File: src/rtl/regfile_pkg.sv
// regfile_pkg
// Shared definitions for the multi-read-port register file:
//   - default register width / index width / read-port count
//   - pendCntWidth(): width of the pending-register counter for a given
//     index width (one extra bit so a completely pending file never wraps)
//   - rdAddrVec_t: packed read-address vector for the default configuration
package regfile_pkg;

  localparam int DEFAULT_DATA_W = 32;
  localparam int DEFAULT_ADDR_W = 5;
  localparam int DEFAULT_NUM_RD = 2;

  // Counter must hold 2**addrW, which needs addrW+1 bits.
  function automatic int pendCntWidth(input int addrW);
    return addrW + 1;
  endfunction

  typedef logic [DEFAULT_NUM_RD*DEFAULT_ADDR_W-1:0] rdAddrVec_t;

endpackage

File: src/rtl/regfile_if.sv
// regfile_if
// Bundles the register-file read ports, write port, reservation strobe and
// pending count.
//   rd_addr    : NUM_RD packed read addresses (port i at [i*ADDR_W +: ADDR_W])
//   rd_data    : NUM_RD packed read data
//   rd_pending : per-port pending bit of the addressed register
//   wr_en/wr_addr/wr_data : synchronous write port
//   resv_en/resv_addr     : reservation (mark pending) strobe
//   pend_cnt   : number of registers currently pending
// Modports: master = datapath side, slave = register file side.
interface regfile_if
  import regfile_pkg::*;
#(
  parameter int DATA_W = DEFAULT_DATA_W,
  parameter int ADDR_W = DEFAULT_ADDR_W,
  parameter int NUM_RD = DEFAULT_NUM_RD
);

  logic [NUM_RD*ADDR_W-1:0]        rd_addr;
  logic [NUM_RD*DATA_W-1:0]        rd_data;
  logic [NUM_RD-1:0]               rd_pending;
  logic                            wr_en;
  logic [ADDR_W-1:0]               wr_addr;
  logic [DATA_W-1:0]               wr_data;
  logic                            resv_en;
  logic [ADDR_W-1:0]               resv_addr;
  logic [pendCntWidth(ADDR_W)-1:0] pend_cnt;

  modport master (
    output rd_addr, wr_en, wr_addr, wr_data, resv_en, resv_addr,
    input  rd_data, rd_pending, pend_cnt
  );

  modport slave (
    input  rd_addr, wr_en, wr_addr, wr_data, resv_en, resv_addr,
    output rd_data, rd_pending, pend_cnt
  );

endinterface

File: src/rtl/regfile_scoreboard.sv
// regfile_scoreboard
// One pending bit per register plus a registered population count of them.
//   clk, reset_n   : clock, asynchronous active-low reset
//   i_setEn/i_setAddr : mark a register pending (wins over a same-edge clear)
//   i_clrEn/i_clrAddr : clear a register's pending bit
//   i_lookupAddr   : NUM_RD packed lookup addresses
//   o_pending      : pending bit per lookup port
//   o_pendCnt      : number of pending registers
// With ZERO_REG=1, address 0 is never set or cleared, so it always reads 0.
module regfile_scoreboard
  import regfile_pkg::*;
#(
  parameter int ADDR_W   = DEFAULT_ADDR_W,
  parameter int NUM_RD   = DEFAULT_NUM_RD,
  parameter bit ZERO_REG = 1'b1
) (
  input  logic                            clk,
  input  logic                            reset_n,
  input  logic                            i_setEn,
  input  logic [ADDR_W-1:0]               i_setAddr,
  input  logic                            i_clrEn,
  input  logic [ADDR_W-1:0]               i_clrAddr,
  input  logic [NUM_RD*ADDR_W-1:0]        i_lookupAddr,
  output logic [NUM_RD-1:0]               o_pending,
  output logic [pendCntWidth(ADDR_W)-1:0] o_pendCnt
);

  localparam int DEPTH = 1 << ADDR_W;
  localparam int CNT_W = pendCntWidth(ADDR_W);

  logic [DEPTH-1:0] r_pend;
  logic [CNT_W-1:0] r_pendCnt;

  logic w_setValid;
  logic w_clrValid;
  logic w_inc;
  logic w_dec;

  assign w_setValid = i_setEn && !(ZERO_REG && (i_setAddr == '0));
  assign w_clrValid = i_clrEn && !(ZERO_REG && (i_clrAddr == '0));

  // Count only real transitions: re-reserving a pending register adds
  // nothing, and a clear overridden by a same-address set removes nothing.
  assign w_inc = w_setValid && !r_pend[i_setAddr];
  assign w_dec = w_clrValid && r_pend[i_clrAddr] &&
                 !(w_setValid && (i_setAddr == i_clrAddr));

  // The set is issued after the clear so it takes priority on a collision.
  always_ff @(posedge clk or negedge reset_n) begin
    if (!reset_n) begin
      r_pend    <= '0;
      r_pendCnt <= '0;
    end else begin
      if (w_clrValid) r_pend[i_clrAddr] <= 1'b0;
      if (w_setValid) r_pend[i_setAddr] <= 1'b1;
      r_pendCnt <= r_pendCnt + CNT_W'(w_inc) - CNT_W'(w_dec);
    end
  end

  always_comb begin
    o_pending = '0;
    for (int p = 0; p < NUM_RD; p++) begin
      o_pending[p] = r_pend[i_lookupAddr[p*ADDR_W +: ADDR_W]];
    end
  end

  assign o_pendCnt = r_pendCnt;

endmodule

File: src/rtl/regfile_mp.sv
// regfile_mp
// Parametrised register file with NUM_RD combinational read ports, one
// synchronous write port and a pending scoreboard for in-flight producers.
//   clk     : rising-edge clock
//   reset_n : asynchronous active-low reset (clears data, pending, count)
//   bus     : regfile_if slave (read ports, write port, reservation, count)
// Optional macro REGFILE_BYPASS_EN: a write is forwarded to any read port
// addressing the written register in the same cycle, and that port's pending
// bit reads 0 unless a same-address reservation happens on that edge.
module regfile_mp
  import regfile_pkg::*;
#(
  parameter int DATA_W   = DEFAULT_DATA_W,
  parameter int ADDR_W   = DEFAULT_ADDR_W,
  parameter int NUM_RD   = DEFAULT_NUM_RD,
  parameter bit ZERO_REG = 1'b1
) (
  input logic     clk,
  input logic     reset_n,
  regfile_if.slave bus
);

  localparam int DEPTH = 1 << ADDR_W;

  logic [DATA_W-1:0]        r_mem [DEPTH];
  logic                     w_wrValid;
  logic [NUM_RD-1:0]        w_sbPending;
  logic [NUM_RD*DATA_W-1:0] w_rdData;
  logic [NUM_RD-1:0]        w_rdPending;

  // Writes to the hard-wired zero register are dropped.
  assign w_wrValid = bus.wr_en && !(ZERO_REG && (bus.wr_addr == '0));

  always_ff @(posedge clk or negedge reset_n) begin
    if (!reset_n) begin
      for (int i = 0; i < DEPTH; i++) begin
        r_mem[i] <= '0;
      end
    end else if (w_wrValid) begin
      r_mem[bus.wr_addr] <= bus.wr_data;
    end
  end

  // Reservations set pending, writes retire it.
  regfile_scoreboard #(
    .ADDR_W   (ADDR_W),
    .NUM_RD   (NUM_RD),
    .ZERO_REG (ZERO_REG)
  ) u_scoreboard (
    .clk          (clk),
    .reset_n      (reset_n),
    .i_setEn      (bus.resv_en),
    .i_setAddr    (bus.resv_addr),
    .i_clrEn      (bus.wr_en),
    .i_clrAddr    (bus.wr_addr),
    .i_lookupAddr (bus.rd_addr),
    .o_pending    (w_sbPending),
    .o_pendCnt    (bus.pend_cnt)
  );

  // Read muxes; register 0 is masked to zero when it is hard-wired.
  always_comb begin
    w_rdData    = '0;
    w_rdPending = '0;
    for (int p = 0; p < NUM_RD; p++) begin
      if (ZERO_REG && (bus.rd_addr[p*ADDR_W +: ADDR_W] == '0)) begin
        w_rdData[p*DATA_W +: DATA_W] = '0;
      end else begin
        w_rdData[p*DATA_W +: DATA_W] = r_mem[bus.rd_addr[p*ADDR_W +: ADDR_W]];
      end
      w_rdPending[p] = w_sbPending[p];
`ifdef REGFILE_BYPASS_EN
      // A same-address reservation means a newer producer is outstanding,
      // so the stored pending bit is shown rather than the retiring write.
      if (w_wrValid && (bus.rd_addr[p*ADDR_W +: ADDR_W] == bus.wr_addr)) begin
        w_rdData[p*DATA_W +: DATA_W] = bus.wr_data;
        w_rdPending[p] = (bus.resv_en && (bus.resv_addr == bus.wr_addr)) ?
                         w_sbPending[p] : 1'b0;
      end
`endif
    end
  end

  assign bus.rd_data    = w_rdData;
  assign bus.rd_pending = w_rdPending;

endmodule
File: src/flat_wrapper.sv
// flat-port wrapper written by rule: the top's interface ports become plain ports
module regfile_mp_flat import regfile_pkg::*;
#(
  parameter int DATA_W   = DEFAULT_DATA_W,
  parameter int ADDR_W   = DEFAULT_ADDR_W,
  parameter int NUM_RD   = DEFAULT_NUM_RD,
  parameter bit ZERO_REG = 1'b1
)
  (clk, reset_n, bus_rd_addr, bus_wr_en, bus_wr_addr, bus_wr_data, bus_resv_en, bus_resv_addr, bus_rd_data, bus_rd_pending, bus_pend_cnt);
  regfile_if #(.DATA_W(DATA_W), .ADDR_W(ADDR_W), .NUM_RD(NUM_RD)) bus_i ();
  input logic clk;
  input logic reset_n;
  input wire logic [$bits(bus_i.rd_addr)-1:0] bus_rd_addr;
  input wire logic [$bits(bus_i.wr_en)-1:0] bus_wr_en;
  input wire logic [$bits(bus_i.wr_addr)-1:0] bus_wr_addr;
  input wire logic [$bits(bus_i.wr_data)-1:0] bus_wr_data;
  input wire logic [$bits(bus_i.resv_en)-1:0] bus_resv_en;
  input wire logic [$bits(bus_i.resv_addr)-1:0] bus_resv_addr;
  output wire logic [$bits(bus_i.rd_data)-1:0] bus_rd_data;
  output wire logic [$bits(bus_i.rd_pending)-1:0] bus_rd_pending;
  output wire logic [$bits(bus_i.pend_cnt)-1:0] bus_pend_cnt;
  assign bus_i.rd_addr = bus_rd_addr;
  assign bus_i.wr_en = bus_wr_en;
  assign bus_i.wr_addr = bus_wr_addr;
  assign bus_i.wr_data = bus_wr_data;
  assign bus_i.resv_en = bus_resv_en;
  assign bus_i.resv_addr = bus_resv_addr;
  assign bus_rd_data = bus_i.rd_data;
  assign bus_rd_pending = bus_i.rd_pending;
  assign bus_pend_cnt = bus_i.pend_cnt;
  regfile_mp #(.DATA_W(DATA_W), .ADDR_W(ADDR_W), .NUM_RD(NUM_RD), .ZERO_REG(ZERO_REG)) u_core (.clk(clk), .reset_n(reset_n), .bus(bus_i));
endmodule
File: config.mk
export PLATFORM = sky130hd
export DESIGN_NAME = regfile_mp_flat
export DESIGN_NICKNAME = d
export VERILOG_FILES = /design/src/rtl/regfile_pkg.sv /design/src/rtl/regfile_if.sv /design/src/rtl/regfile_scoreboard.sv /design/src/rtl/regfile_mp.sv /design/src/flat_wrapper.sv
export SDC_FILE = /design/constraint.sdc
export NUM_CORES = 2
export LEC_CHECK = 0
export ABC_AREA = 1
export CORE_ASPECT_RATIO = 1.5
export CORE_MARGIN = 3
export CORE_UTILIZATION = 40
export CTS_BUF_LIST = sky130_fd_sc_hd__clkbuf_8 sky130_fd_sc_hd__clkbuf_16
export DETAILED_ROUTE_END_ITERATION = 10
export GPL_ROUTABILITY_DRIVEN = 0
export PLACE_DENSITY = 0.57
export SYNTH_ARGS = -nofsm -noshare
export SYNTH_HDL_FRONTEND = slang
export SYNTH_SLANG_ARGS = --single-unit
File: constraint.sdc
create_clock -name clk -period 4.4 [get_ports clk]
set_input_delay 0.88 -clock clk [delete_from_list [all_inputs] [get_ports clk]]
set_output_delay 0.88 -clock clk [all_outputs]
set_load 0.005 [all_outputs]
==> run_results.csv <==
group,metric,value,unit
outcome,status,"finished clean",
layout,postLayoutCoreUtil,46.0,%
setup_path,crit_slowest_cell,"clkdlybuf4s50_1",
setup_path,reg2regPathDepth,15,
setup_path,crit_path_end_kind,"output port",
layout,fill_cells,15186,
yosys,syn-num-nets,8909,
yosys,synthXorXnorAreaFrac,0.131,%
cts,cts-buffers-inserted,110,
floorplan,die_h,481,um
detailed_routing,avgRoutedWirePerCell,25.1,um
cts,tritoncts,"done",
layout,nNetsFinal,8667,
cts,cts.reportedPaths.clkPinSlew,0.07,ns
detailed_routing,vias,61867,
setup_path,worst-r2r-setup-slack,1.64,ns
timing,setup_tns,0,ns
detailed_routing,vias_per_cell,5.82,
global_routing,antenna_found_initial,23,
cts,root_buffer,"clkbuf_16",
hold_path,hold_path.class,"input pin to async pin",
setup_path,crit_chain,"buf_8, buf_12, buf_4, nand2_1, o21ai_0, nand2_1, a21oi_1, nor2_1, nand2_1, nand2_1, nor2_4, buf_4, clkdlybuf4s50_1",
yosys,yosysWarnings,0,
yosys,synth_top_family_by_area,"simple AND/OR/NAND/NOR gates",
layout,drive_above_1_share,6.44,%
yosys,syn_area_per_cell,6.81,um^2
yosys,netlist_area,60200,um^2
global_routing,overflow,0,
yosys,synthCells,8846,
timing,hold_viol_final,0,
setup_path,worstPathRequired,3.52,ns
layout,final_cell_mix,"nand2_1, o21ai_0, dfrtp_1",
timing,slew_viol_final,0,
yosys,synthSimpleGateAreaFrac,32.2,%
setup_path,worstSetupPathType,"input pin to output port",
timing,skew,0.00717,ns
layout,area_growth,13.8,%
cts,insertion_delay,0.75,ns
global_routing,grt_pass1_vias,58234,
cts,cts_buffer_depth,3,
setup_path,start_kind,"input pin",
placement,hpwl,159000,um
timing,period_minus_slack,4.31,ns
timing,finalSetupViolCount,0,
setup_path,critPathMaxStageDelay,0.50,ns
cts,clock-sinks,1062,
timing,timing.final.crit_share,98.0,%
yosys,muxShareOfSynthArea,0,%
setup_path,critical_path_arrival,3.43,ns
detailed_routing,ant_nets,0,
detailed_routing,first_pass_iters,8,
power_and_ir_drop,ir_drop,0.327,mV
detailed_routing,post-route-drc-count,0,
placement,io_buffers,127,
floorplan,initial_utilization,40.5,%
global_routing,gr-usage-all-layers,33.8,%
yosys,ys_seq_area_share,44.1,%
detailed_routing,drt_iter0_markers,7671,
run,maxCapViolCount,0,
floorplan,io_pins,128,
floorplan,core,149000,um^2
cts,h-tree-depth,3,
yosys,synth_cell_types,32,
cts,postCtsSetupBuffers,0,
layout,layout_commonest_cell,"nand2_1",
power_and_ir_drop,power.total,30100,uW
setup_path,worst_path_most_repeated_cell,"nand2_1",
yosys,synthAdderAreaFrac,0.158,%
timing,max_freq,232,MHz
global_routing,grt_pass1_wl,391000,um
floorplan,die_x,323,um
timing,worst_pin_slew,1.27,ns
power_and_ir_drop,power_density,439,nW/um^2
layout,multi_input_area,28800,um^2
power_and_ir_drop,power.leakage,0.0322,uW
layout,regArea,26600,um^2
yosys,synth_compound_area_share,15.1,%
floorplan,placement_rows,173,
timing,slew_headroom,15.5,%
setup_path,cp_max_fo,61,
detailed_routing,wl,266000,um
yosys,ys_ff_latch,1062,
floorplan,dieArea,155000,um^2
global_routing,grt_max_degree,156,
-- flip-flops by register name, indices dropped and copies added, names as in the netlist --
signal / flops
u_core.u_scoreboard.o_pendCnt: 6
u_core.r_mem: 1024
u_core.u_scoreboard.r_pend: 32
-- per-layer routing --
metal  share of wire [%]  vias to the layer above  GRT usage [%]
met2                  46                     3382           53.8
met3                 9.3                      794           6.44
li1                    -                    28042              -
met5               0.033                        -              0
met4                 6.0                       14           19.1
met1                  39                    29635           43.1
-- timing repair --
action / in CTS / in global routing
gates cloned: 0 / 0
gates resized for setup: 1 / 1
endpoints found under the setup margin: 1 / 1
hold buffers: 0 / 0
-- critical path: cells and delay by family --
| family | cells | cell delay (ns) |
|---|---|---|
| buf+inv | 5 | 1.52 |
| simple gates | 6 | 0.68 |
| compound gates | 2 | 0.26 |
-- stage by stage --
| step | area (um^2) | std cells | setup slack (ns) | hold slack [ns] |
|---|---|---|---|---|
| final | 68500 | 10621 | 0.0892 | 0.0373 |
| after global routing | 68500 | 10612 | -0.00234 | 0.0587 |
| after CTS | 68500 | 10608 | 0.0637 | 0.0428 |
| after detailed placement | 64600 | 10417 | -0.190 | 0.388 |
| after global placement | 64600 | 10417 | -0.256 | 0.387 |
| after floorplan | 60200 | 8846 | 1.29 | 0.451 |
-- synthesized netlist by cell type --
cell type | instances | area [um^2]
a21o_1 | 1 | 7.51
a21oi_1 | 240 | 1200
a22oi_1 | 3 | 22.5
buf_1 | 64 | 240
buf_2 | 248 | 1240
buf_4 | 2 | 15.0
clkbuf_1 | 472 | 1770
clkinv_1 | 3 | 11.3
dfrtp_1 | 1062 | 26600
fa_1 | 1 | 20.0
ha_1 | 6 | 75.1
inv_1 | 436 | 1640
inv_2 | 23 | 86.3
nand2_1 | 3102 | 11600
nand2_2 | 1 | 6.26
nand3_1 | 1013 | 5070
nand3_2 | 1 | 10.0
nand3b_1 | 1 | 7.51
nand4_1 | 2 | 12.5
nor2_1 | 649 | 2440
nor2_2 | 6 | 37.5
nor2_4 | 3 | 33.8
nor3_1 | 9 | 45.0
nor3_2 | 7 | 70.1
o211ai_1 | 172 | 1290
o21a_1 | 1 | 7.51
o21ai_0 | 1198 | 6000
o21ai_1 | 83 | 415
o22ai_1 | 25 | 156
o32ai_1 | 3 | 26.3
xnor2_1 | 6 | 52.6
xor2_1 | 3 | 26.3
-- final timing paths --
path | startpoint | end
max | bus_rd_addr[5] | bus_rd_data[45]
min | reset_n | u_core.u_scoreboard.o_pendCnt[5]$_DFF_PN0_
max reg2reg | u_core.u_scoreboard.r_pend[29]$_DFF_PN0_ | u_core.u_scoreboard.o_pendCnt[4]$_DFF_PN0_
min reg2reg | u_core.r_mem[1005]$_DFFE_PN0P_ | u_core.r_mem[1005]$_DFFE_PN0P_
max in group asynchronous | reset_n | u_core.r_mem[991]$_DFFE_PN0P_
min in group clk | u_core.r_mem[1005]$_DFFE_PN0P_ | u_core.r_mem[1005]$_DFFE_PN0P_
-- cell families after synthesis --
group / Yosys count
AO/OA/AOI/OAI: 1726
XOR/XNOR: 9
adder cells (fa/ha/maj): 7
buffers and inverters: 1248
flip-flops: 1062
AND/OR/NAND/NOR: 4794
-- report_power, final --
| part | switching [uW] | total [uW] | leakage, uW | internal, uW |
|---|---|---|---|---|
| Clock | 4290 | 10200 | 0.00196 | 5960 |
| Combinational | 4140 | 6650 | 0.0171 | 2510 |
| Sequential | 1450 | 13200 | 0.0132 | 11700 |
| Total | 9870 | 30100 | 0.0322 | 20200 |
-- area by class of cell --
cell class / instances / share of cell area [%]
diodes: 13 / 0.0475
clock buffers: 139 / 4.66
clock inverters: 52 / 0.960
inverters: 462 / 2.60
multi-input cells: 6536 / 42.1
flip-flops and latches: 1062 / 38.8
well taps: 1925 / 3.51
repair buffers: 432 / 7.38
No activity file was read; power rests on OpenSTA's default activity.
